--- config.mk ---
export PLATFORM = sky130hd
export DESIGN_NAME = instr_fetch_queue_flat
export DESIGN_NICKNAME = d
export VERILOG_FILES = /design/src/rtl/instr_fetch_queue_if.sv /design/src/rtl/instr_fetch_queue.sv /design/src/flat_wrapper.sv
export SDC_FILE = /design/constraint.sdc
export NUM_CORES = 1
export LEC_CHECK = 0
export CAP_MARGIN = 20
export CORE_ASPECT_RATIO = 1.1
export CORE_MARGIN = 8
export CORE_UTILIZATION = 50
export DETAILED_ROUTE_END_ITERATION = 6
export HOLD_SLACK_MARGIN = 0.1
export PLACE_DENSITY_LB_ADDON = 0.25
export SLEW_MARGIN = 5
export SYNTH_ARGS = -nofsm -noshare
export SYNTH_HDL_FRONTEND = slang
export SYNTH_SLANG_ARGS = --single-unit
--- constraint.sdc ---
create_clock -name clk -period 7.4 [get_ports clk]
set_input_delay 1.11 -clock clk [delete_from_list [all_inputs] [get_ports clk]]
set_output_delay 1.11 -clock clk [all_outputs]
set_load 0.005 [all_outputs]
--- src/rtl/instr_fetch_queue_if.sv ---
// Bundle of the instruction-memory request port, the decode-side instruction
// stream and the redirect inputs of the fetch front-end.
interface instr_fetch_queue_if;
  // Handshakes: memory side is req/ack. im_req stays high and im_addr stays stable
  // until the cycle in which im_ack is seen; the word on im_rdata is taken in that
  // same cycle. Decode side is valid/ready. ir_valid does not depend on ir_ready,
  // and the head entry is popped on any rising edge where ir_valid && ir_ready.
  logic        im_req;
  logic [31:0] im_addr;
  logic        im_ack;
  logic [31:0] im_rdata;
  logic        ir_valid;
  logic        ir_ready;
  logic [31:0] ir_out;
  logic [31:0] pc_out;
  logic [31:0] se_16;
  logic        redirect;
  logic [1:0]  redir_sel;
  logic [31:0] pc_in;
  logic [31:0] pc_jr;
  logic        misalign;
  logic [1:0]  fsm_state;

  modport master (
    output im_req, im_addr, ir_valid, ir_out, pc_out, se_16, misalign, fsm_state,
    input  im_ack, im_rdata, ir_ready, redirect, redir_sel, pc_in, pc_jr
  );

  modport slave (
    input  im_req, im_addr, ir_valid, ir_out, pc_out, se_16, misalign, fsm_state,
    output im_ack, im_rdata, ir_ready, redirect, redir_sel, pc_in, pc_jr
  );
endinterface

--- src/rtl/instr_fetch_queue.sv ---
// Fetch front-end: owns the fetch PC, issues one outstanding memory request at a
// time, and buffers fetched words with their PCs in a small prefetch FIFO.
module instr_fetch_queue #(
  parameter int          DEPTH    = 4,
  parameter int          IMEM_AW  = 12,
  parameter logic [31:0] RESET_PC = 32'h0
) (
  input logic                 clk,
  input logic                 reset,
  instr_fetch_queue_if.master bus
);
  localparam int         PW      = $clog2(DEPTH);
  localparam logic [PW:0] DEPTH_C = (PW+1)'(DEPTH);

  localparam logic [1:0] ST_IDLE = 2'd0;
  localparam logic [1:0] ST_REQ  = 2'd1;
  localparam logic [1:0] ST_DROP = 2'd2;

  logic [1:0]         state_q, state_d;
  logic [31:0]        fpc_q, fpc_d;
  logic [IMEM_AW-1:0] addr_q, addr_d;
  logic [PW-1:0]      rd_q, rd_d, wr_q, wr_d;
  logic [PW:0]        cnt_q, cnt_d;
  logic               mis_q, mis_d;

  logic [31:0] mem_ir [DEPTH];
  logic [31:0] mem_pc [DEPTH];

  logic [31:0] head_ir, head_pc, se16, pch, raw_tgt;
  logic [PW:0] occ_after_pop;
  logic        pop, push;

  assign head_ir = mem_ir[rd_q];
  assign head_pc = mem_pc[rd_q];
  assign se16    = {{16{head_ir[15]}}, head_ir[15:0]};
  assign pch     = head_pc + 32'd4;

  always_comb begin
    raw_tgt = bus.pc_jr;
    case (bus.redir_sel)
      2'b00:   raw_tgt = pch + {se16[29:0], 2'b00};
      2'b01:   raw_tgt = {pch[31:28], head_ir[25:0], 2'b00};
      2'b10:   raw_tgt = bus.pc_in;
      default: raw_tgt = bus.pc_jr;
    endcase
  end

  // A redirect wins over everything that would touch the FIFO this cycle.
  assign push          = (state_q == ST_REQ) && bus.im_ack && !bus.redirect;
  assign pop           = (cnt_q != '0) && bus.ir_ready && !bus.redirect;
  assign occ_after_pop = cnt_q - (PW+1)'(pop);

  always_comb begin
    state_d = state_q;
    fpc_d   = fpc_q;
    addr_d  = addr_q;
    rd_d    = rd_q;
    wr_d    = wr_q;
    cnt_d   = cnt_q;
    mis_d   = bus.redirect && (raw_tgt[1:0] != 2'b00);

    case (state_q)
      ST_IDLE: begin
        if (!bus.redirect && (occ_after_pop < DEPTH_C)) begin
          state_d = ST_REQ;
          addr_d  = fpc_q[IMEM_AW-1:0];
        end
      end
      ST_REQ: begin
        if (bus.im_ack) begin
          state_d = ST_IDLE;
          if (!bus.redirect) fpc_d = fpc_q + 32'd4;
        end else if (bus.redirect) begin
          state_d = ST_DROP;
        end
      end
      ST_DROP: begin
        // The abandoned request must still finish its handshake; its data is ignored.
        if (bus.im_ack) state_d = ST_IDLE;
      end
      default: state_d = ST_IDLE;
    endcase

    if (bus.redirect) begin
      fpc_d = {raw_tgt[31:2], 2'b00};
      rd_d  = '0;
      wr_d  = '0;
      cnt_d = '0;
    end else begin
      if (pop)  rd_d = rd_q + 1'b1;
      if (push) wr_d = wr_q + 1'b1;
      cnt_d = cnt_q + (PW+1)'(push) - (PW+1)'(pop);
    end
  end

  always_ff @(posedge clk or posedge reset) begin
    if (reset) begin
      state_q <= ST_IDLE;
      fpc_q   <= RESET_PC;
      addr_q  <= RESET_PC[IMEM_AW-1:0];
      rd_q    <= '0;
      wr_q    <= '0;
      cnt_q   <= '0;
      mis_q   <= 1'b0;
    end else begin
      state_q <= state_d;
      fpc_q   <= fpc_d;
      addr_q  <= addr_d;
      rd_q    <= rd_d;
      wr_q    <= wr_d;
      cnt_q   <= cnt_d;
      mis_q   <= mis_d;
    end
  end

  always_ff @(posedge clk) begin
    if (push) begin
      mem_ir[wr_q] <= bus.im_rdata;
      mem_pc[wr_q] <= fpc_q;
    end
  end

  assign bus.im_req    = (state_q == ST_REQ) || (state_q == ST_DROP);
  assign bus.im_addr   = {{(32-IMEM_AW){1'b0}}, addr_q};
  assign bus.ir_valid  = (cnt_q != '0);
  assign bus.ir_out    = head_ir;
  assign bus.pc_out    = head_pc;
  assign bus.se_16     = se16;
  assign bus.misalign  = mis_q;
  assign bus.fsm_state = state_q;
endmodule

--- src/flat_wrapper.sv ---
// flat-port wrapper written by rule: the top's interface ports become plain ports
module instr_fetch_queue_flat 
#(
  parameter int          DEPTH    = 4,
  parameter int          IMEM_AW  = 12,
  parameter logic [31:0] RESET_PC = 32'h0
)
  (clk, reset, bus_im_req, bus_im_addr, bus_ir_valid, bus_ir_out, bus_pc_out, bus_se_16, bus_misalign, bus_fsm_state, bus_im_ack, bus_im_rdata, bus_ir_ready, bus_redirect, bus_redir_sel, bus_pc_in, bus_pc_jr);
  instr_fetch_queue_if bus_i ();
  input logic clk;
  input logic reset;
  output wire logic [$bits(bus_i.im_req)-1:0] bus_im_req;
  output wire logic [$bits(bus_i.im_addr)-1:0] bus_im_addr;
  output wire logic [$bits(bus_i.ir_valid)-1:0] bus_ir_valid;
  output wire logic [$bits(bus_i.ir_out)-1:0] bus_ir_out;
  output wire logic [$bits(bus_i.pc_out)-1:0] bus_pc_out;
  output wire logic [$bits(bus_i.se_16)-1:0] bus_se_16;
  output wire logic [$bits(bus_i.misalign)-1:0] bus_misalign;
  output wire logic [$bits(bus_i.fsm_state)-1:0] bus_fsm_state;
  input wire logic [$bits(bus_i.im_ack)-1:0] bus_im_ack;
  input wire logic [$bits(bus_i.im_rdata)-1:0] bus_im_rdata;
  input wire logic [$bits(bus_i.ir_ready)-1:0] bus_ir_ready;
  input wire logic [$bits(bus_i.redirect)-1:0] bus_redirect;
  input wire logic [$bits(bus_i.redir_sel)-1:0] bus_redir_sel;
  input wire logic [$bits(bus_i.pc_in)-1:0] bus_pc_in;
  input wire logic [$bits(bus_i.pc_jr)-1:0] bus_pc_jr;
  assign bus_im_req = bus_i.im_req;
  assign bus_im_addr = bus_i.im_addr;
  assign bus_ir_valid = bus_i.ir_valid;
  assign bus_ir_out = bus_i.ir_out;
  assign bus_pc_out = bus_i.pc_out;
  assign bus_se_16 = bus_i.se_16;
  assign bus_misalign = bus_i.misalign;
  assign bus_fsm_state = bus_i.fsm_state;
  assign bus_i.im_ack = bus_im_ack;
  assign bus_i.im_rdata = bus_im_rdata;
  assign bus_i.ir_ready = bus_ir_ready;
  assign bus_i.redirect = bus_redirect;
  assign bus_i.redir_sel = bus_redir_sel;
  assign bus_i.pc_in = bus_pc_in;
  assign bus_i.pc_jr = bus_pc_jr;
  instr_fetch_queue #(.DEPTH(DEPTH), .IMEM_AW(IMEM_AW), .RESET_PC(RESET_PC)) u_core (.clk(clk), .reset(reset), .bus(bus_i));
endmodule
; Yosys cells after proc, flatten, opt, wreduce, memory -nomap -nowiden
; Memory sizes are Yosys's and may differ from the RTL's.
; Index checks and enable logic that the tools add are counted.
[classes]
addsub = 8
n_lt_le_gt_ge = 1
n_eq_ne = 7
mux = 16
n_reduce_logical = 19
[op_table]
columns = op, n
row1 = 2-to-1 mux 32 bit, 3
row2 = one-hot mux 32 bit (3 select lines), 1
row3 = "adder 32 x 3 -> 32 bit, second input constant", 2
row4 = adder 32 bit, 1
row5 = 2-to-1 mux 2 bit, 8
row6 = nonzero test 2 bit, 5
row7 = logical AND 1 bit, 6
row8 = one-hot mux 2 bit (3 select lines), 1
row9 = subtractor 3 x 1 -> 3 bit, 2
row10 = "adder 2 x 1 -> 2 bit, second input constant", 2
row11 = "equality test 2 x 1 -> 1 bit, second input constant", 2
row12 = "equality test 2 bit, second input constant", 2
row13 = zero test 2 bit, 2
row14 = AND reduction 2 bit, 2
row15 = adder 3 x 1 -> 3 bit, 1
row16 = "less-than comparator 3 bit, second input constant", 1
row17 = 2-to-1 mux 3 bit, 1
row18 = "!= test 3 bit, second input constant", 1
row19 = AND reduction 3 bit, 1
row20 = nonzero test 3 bit, 1
row21 = 2-to-1 mux 1 bit, 2
row22 = "!= test 2 x 1 -> 1 bit, second input constant", 1
row23 = "!= test 2 bit, second input constant", 1
row24 = zero test 1 bit, 1
row25 = logical OR 1 bit, 1
[word_totals]
ff_bits = 54
ram_bits = 256
output_inout_bits = 133
word_cells = 60
memories = 2
[mem_list]
columns = memory, depth, word_bits, read_ports, rd_ports_with_merged_regs, wr, line_no
row1 = u_core.mem_ir, 4, 32, 1, 0, 1, instr_fetch_queue.sv:26  ; logic [31:0] mem_ir [DEPTH];
row2 = u_core.mem_pc, 4, 32, 1, 0, 1, instr_fetch_queue.sv:27  ; logic [31:0] mem_pc [DEPTH];

; Logic depth before layout (Yosys ltp)
[logic_depth]
ltp_word = 8
depth_mapped = 20
ltp_nobuf = 18

; Worst setup path before layout
; Ideal clock, no wire load.
[synth_timing]
kind = flip-flop to flip-flop
from = register u_core.rd_q[0]
to = register u_core.fpc_q[26]
setup_ns = 0.132
arrival_ns = 4.226
setup_slack_ns = 3.042
path_stages_with_launch = 20
cell_sequence = dfrtp_1 buf_6 buf_6 mux4_2 ha_1 nand3_1 inv_1 and3_1 xor2_1 ha_1 and3_1 a221o_1 a21oi_1 a21oi_1 a311o_1 nand2_1 xnor2_1 mux4_2 nand2_1 o21ai_1
[synth_via]
elab_chain_len = 5
[synth_rtl]
columns = element, line_no
row1 = "start, declared", instr_fetch_queue.sv:22  ; logic [PW-1:0] rd_q, rd_d, wr_q, wr_d;
row2 = "start signal, assigned", instr_fetch_queue.sv:109  ; rd_q <= rd_d;
row3 = memory (4 x 32 bit), -
row4 = named net bus_pc_out[3], flat_wrapper.sv:16  ; output wire logic [$bits(bus_i.pc_out)-1:0] bus_pc_out;
row5 = adder 32 x 3 -> 32 bit, instr_fetch_queue.sv:36  ; assign pch = head_pc + 32'd4;
row6 = adder 32 bit, instr_fetch_queue.sv:41  ; 2'b00: raw_tgt = pch + {se16[29:0], 2'b00};
row7 = one-hot mux 32 bit (3 select lines), instr_fetch_queue.sv:40  ; case (bus.redir_sel)
row8 = 2-to-1 mux 32 bit, instr_fetch_queue.sv:84  ; if (bus.redirect) begin
row9 = "end signal, assigned", instr_fetch_queue.sv:107  ; fpc_q <= fpc_d;
row10 = "end, declared", instr_fetch_queue.sv:20  ; logic [31:0] fpc_q, fpc_d;
; The timed path passes the listed nets, and every way through them passes these cells.
; A chain may end at the register's enable or synchronous reset.

; Worst setup path in the final report
[layout_timing]
from = register u_core.rd_q[0]
to = register u_core.fpc_q[26]
[layout_via]
elab_chain_len = 5
[layout_rtl]
columns = element, line_no
row1 = memory (4 x 32 bit), -
row2 = adder 32 x 3 -> 32 bit, instr_fetch_queue.sv:36
row3 = adder 32 bit, instr_fetch_queue.sv:41
row4 = one-hot mux 32 bit (3 select lines) (*), instr_fetch_queue.sv:40
row5 = 2-to-1 mux 32 bit (*), instr_fetch_queue.sv:84
; Mark *: on every way between the ends. The rest lies on a longest branch, timed or not.

==> results.py <==
metrics = {
    "timing": {
        "fin_crit_sh_pct": 69.15,
        "tns_ps": 0,
        "fin_ws_ps": 2283,
        "fmax_ghz": 0.1954,
        "finalSetupViolations": 0,
        "finClkSkew_ps": 15.70,
        "final.min_clock_period_ps": 5117,
        "slew_headroom_pct": 32.30,
        "tightest_slew_ps": 1015,
        "finalHoldViolCount": 0,
        "finalMaxSlewViolations": 0,
        "rsz0062_at_grt": "no",
    },
    "floorplan": {
        "start_util_pct": 50.45,
        "io_pins": 236,
        "die_y_um": 196.4,
        "rows": 66,
        "core_area_um2": 29320,
        "die_w_um": 180.0,
        "dieArea_um2": 35350,
    },
    "cells_and_area": {
        "final_layout_size_suffix_gt1_share_pct": 13.38,
        "final_nets": 1354,
        "flow.area_growth_from_synthesis_pct": 20.78,
        "fillers": 2255,
        "fin_util_pct": 60.94,
        "final_cells": 1601,
    },
    "synth": {
        "yosys_most_used_dff": "edfxtp_1",
        "yosys.area.top_type": "edfxtp_1",
        "synthArstFlopShare_pct": 16.78,
        "ys_seq_area_share_pct": 58.81,
        "synth_top_area_share_pct": 50.35,
        "syn_area_um2": 14790,
        "post-synth-top-count-cell": "edfxtp_1",
        "synth_cell_types": 65,
        "postSynthAreaPerCell_um2": 14.53,
        "synth_top_cells_by_area": "edfxtp_1 50%, mux4_2 12%, dfrtp_1 8.5%, ha_1 3.8%, xnor2_1 3.3%",
        "synth_edf_count": 248,
        "yosys_warnings": 0,
        "synth_common_cells": "248 x edfxtp_1, 83 x nand2_1, 76 x mux4_2",
        "ys_ff_latch": 298,
        "synthCells": 1018,
    },
    "worst_setup_path": {
        "cp_num_buf_inv": 1,
        "worst-r2r-cell-count": 18,
        "arrival_ps": 5510,
        "critical-path-top-delay-family": "simple AND/OR/NAND/NOR gates",
        "reg2reg_from": "u_core.rd_q[0]",
        "cp-endpoint": "u_core.fpc_q[26]",
        "worstSetupStartpoint": "u_core.rd_q[0]",
        "cp_cell_sequence": "mux4_2 -> and4_4 -> and2_4 -> nand3_1 -> inv_1 -> and3_1 -> xor2_1 -> ha_1 -> and3_1 -> a221o_1 -> a21oi_1 -> a21oi_1 -> a311o_1 -> nand2_1 -> xnor2_1 -> mux4_2 -> nand2_1 -> o21ai_1",
        "slowest_stage": "dfrtp_4",
        "crit_fanout": 28,
        "slowest_delay_ps": 830,
        "regToRegSetupSlack_ps": 2280,
        "cp.depth": 18,
        "required_ps": 7800,
        "startpoint_type": "flop",
        "end_kind": "flop",
        "criticalPathCategory": "reg -> reg",
        "reg2reg_to": "u_core.fpc_q[26]",
    },
    "placement": {
        "placedCellCount": 1547,
        "hpwl_mm": 26.11,
        "gp_congestion": 0.8907,
        "port_buffers": 211,
        "dp_slack_ps": 2300,
    },
    "clock_network": {
        "insertion_delay_ps": 550,
        "cts_buffer_depth": 3,
        "htreeDepth": 1,
        "cts_tree": "yes",
        "ctsRootBufferMaster": "clkbuf_16",
        "cts_setup_buffers": 0,
        "cts.sinks": 298,
        "cts_hold_buf": 0,
        "cts_buffers": 29,
        "cts-resized-gates": 0,
        "cts.clk_slew.worst_paths_ps": 60,
    },
    "routing": {
        "viasPerCell": 5.746,
        "drt-initial-drc-count": 743,
        "drc": 0,
        "vias": 9199,
        "routedWlPerCell_um": 23.03,
        "drt_first_pass_iters": 5,
        "wirelength_mm": 36.88,
        "ant_nets": 0,
    },
    "grt": {
        "grt_pass1_vias": 9463,
        "grt_antenna_before_repair": 4,
        "grt_max_degree": 65,
        "grt_pass1_wl_mm": 56.38,
        "groute.usage.overall_pct": 20.57,
        "overflow": 0,
    },
    "outcome": {
        "status": "finished clean",
    },
    "power_and_ir_drop": {
        "switching_share_pct": 33.43,
        "p_per_area_nw_per_um2": 356.7,
        "power_uw": 6371,
        "peakVddDrop_uv": 210.2,
        "seqPwrFrac_pct": 35.9,
        "p_leak_uw": 0.006269,
        "clockPowerShare_pct": 22.3,
        "power.internal_uw": 4242,
        "combPwrFrac_pct": 41.8,
        "power_switching_uw": 2130,
    },
    "min_path": {
        "hp-class": "reg -> reg",
    },
    "flow_run": {
        "maxCapViolCount": 0,
    },
}
==> power by group through the flow <==
stage	clock (µW)	combinational [µW]	sequential [µW]
after CTS	1440	2670	2290
after global placement	0	2640	2310
after global routing	1510	2900	2320
final	1420	2660	2290
after detailed placement	0	2650	2320
after floorplan	0	1810	2220
==> how the worst min path moves through the flow <==
| stage | from | endpoint | slack [ps] | cells after the start |
|---|---|---|---|---|
| after detailed placement | u_core.addr_q[9] | u_core.addr_q[9] | 500 | 1 |
| after CTS | u_core.addr_q[7] | u_core.addr_q[7] | 510 | 1 |
| final | u_core.addr_q[5] | u_core.addr_q[5] | 500 | 2 |
| after global routing | u_core.addr_q[7] | u_core.addr_q[7] | 520 | 1 |
| after global placement | u_core.addr_q[5] | u_core.addr_q[5] | 470 | 2 |
| after floorplan | u_core.addr_q[5] | u_core.addr_q[5] | 470 | 2 |
==> registers in the layout, indices dropped and copies added (netlist names) <==
| signal | flops |
|---|---|
| u_core.rd_q | 2 |
| u_core.mem_pc | 120 |
| u_core.wr_q | 2 |
| u_core.cnt_q | 3 |
| u_core.mem_ir | 128 |
| u_core.fpc_q | 30 |
| u_core.bus.misalign | 1 |
| u_core.bus.fsm_state | 2 |
| u_core.addr_q | 10 |
==> layout by cell type, fill, tap and decap left out, drive strengths merged, types with 6 or more instances in the layout <==
master         instances
a21o                  10
nand3                 19
nor3                   7
o21a                   9
buf                   12
mux4                  80
mux2i                 14
and2                   9
edfxtp               248
conb                  24
xor2                  25
o21ai                 43
a21oi                 43
and3                  16
clkinv                 6
clkbuf                43
ha                    45
dfrtp                 50
nor2                  49
mux2                  11
xnor2                 56
nand4                 14
clkdlybuf4s50        209
nand2                 83
inv                   31
nor2b                  7
==> logic make-up (layout without fill, tap and decap cells) <==
group / count (synthesis) / count (layout) / synth area share [%]
multiplexers: 105 / 105 / 14.07
XOR/XNOR: 81 / 81 / 4.797
buffers and inverters: 119 / 304 / 4.720
AO/OA/AOI/OAI: 146 / 146 / 6.066
AND/OR/NAND/NOR: 221 / 221 / 7.436
adder cells (fa/ha/maj): 47 / 47 / 4.078
flip-flops: 298 / 298 / 58.81
other: 1 / 25 / 0.02535
==> final cells by class <==
cell class / instances / area (µm²) / share of cell area (%)
flip-flops and latches: 298 / 8703 / 48.72
multi-input cells: 624 / 5485 / 30.70
repair buffers: 221 / 2177 / 12.19
clock buffers: 43 / 808.3 / 4.524
well taps: 374 / 467.9 / 2.619
inverters: 30 / 112.6 / 0.6303
clock inverters: 10 / 107.6 / 0.6023
diodes: 1 / 2.502 / 0.01401
==> stage by stage <==
step | instance area [µm²] | hold WS, ps
5_1_grt | 17860 | 522.8
4_1_cts | 17860 | 512.3
3_5_place_dp | 16950 | 496.9
3_3_place_gp | 16950 | 468.2
6_report | 17860 | 504.4
2_1_floorplan | 14880 | 473.3
==> layer usage <==
metal  wire (µm)  share of wire (%)  vias to the layer above  global-route usage, %
met1       15530                 42                     4595                  27.72
met5          46               0.12                        -                      0
li1            -                  -                     4193                      -
met4         887                2.4                        8                  5.993
met3        3198                8.7                       56                  5.525
met2       17220                 47                      347                  32.59
==> tightest hold or removal path: stages (launching register included) <==
cell and delay, ps:
dfrtp_1 350, nand2_1 50, o21ai_0 60
No activity file was read; power rests on OpenSTA's default activity.
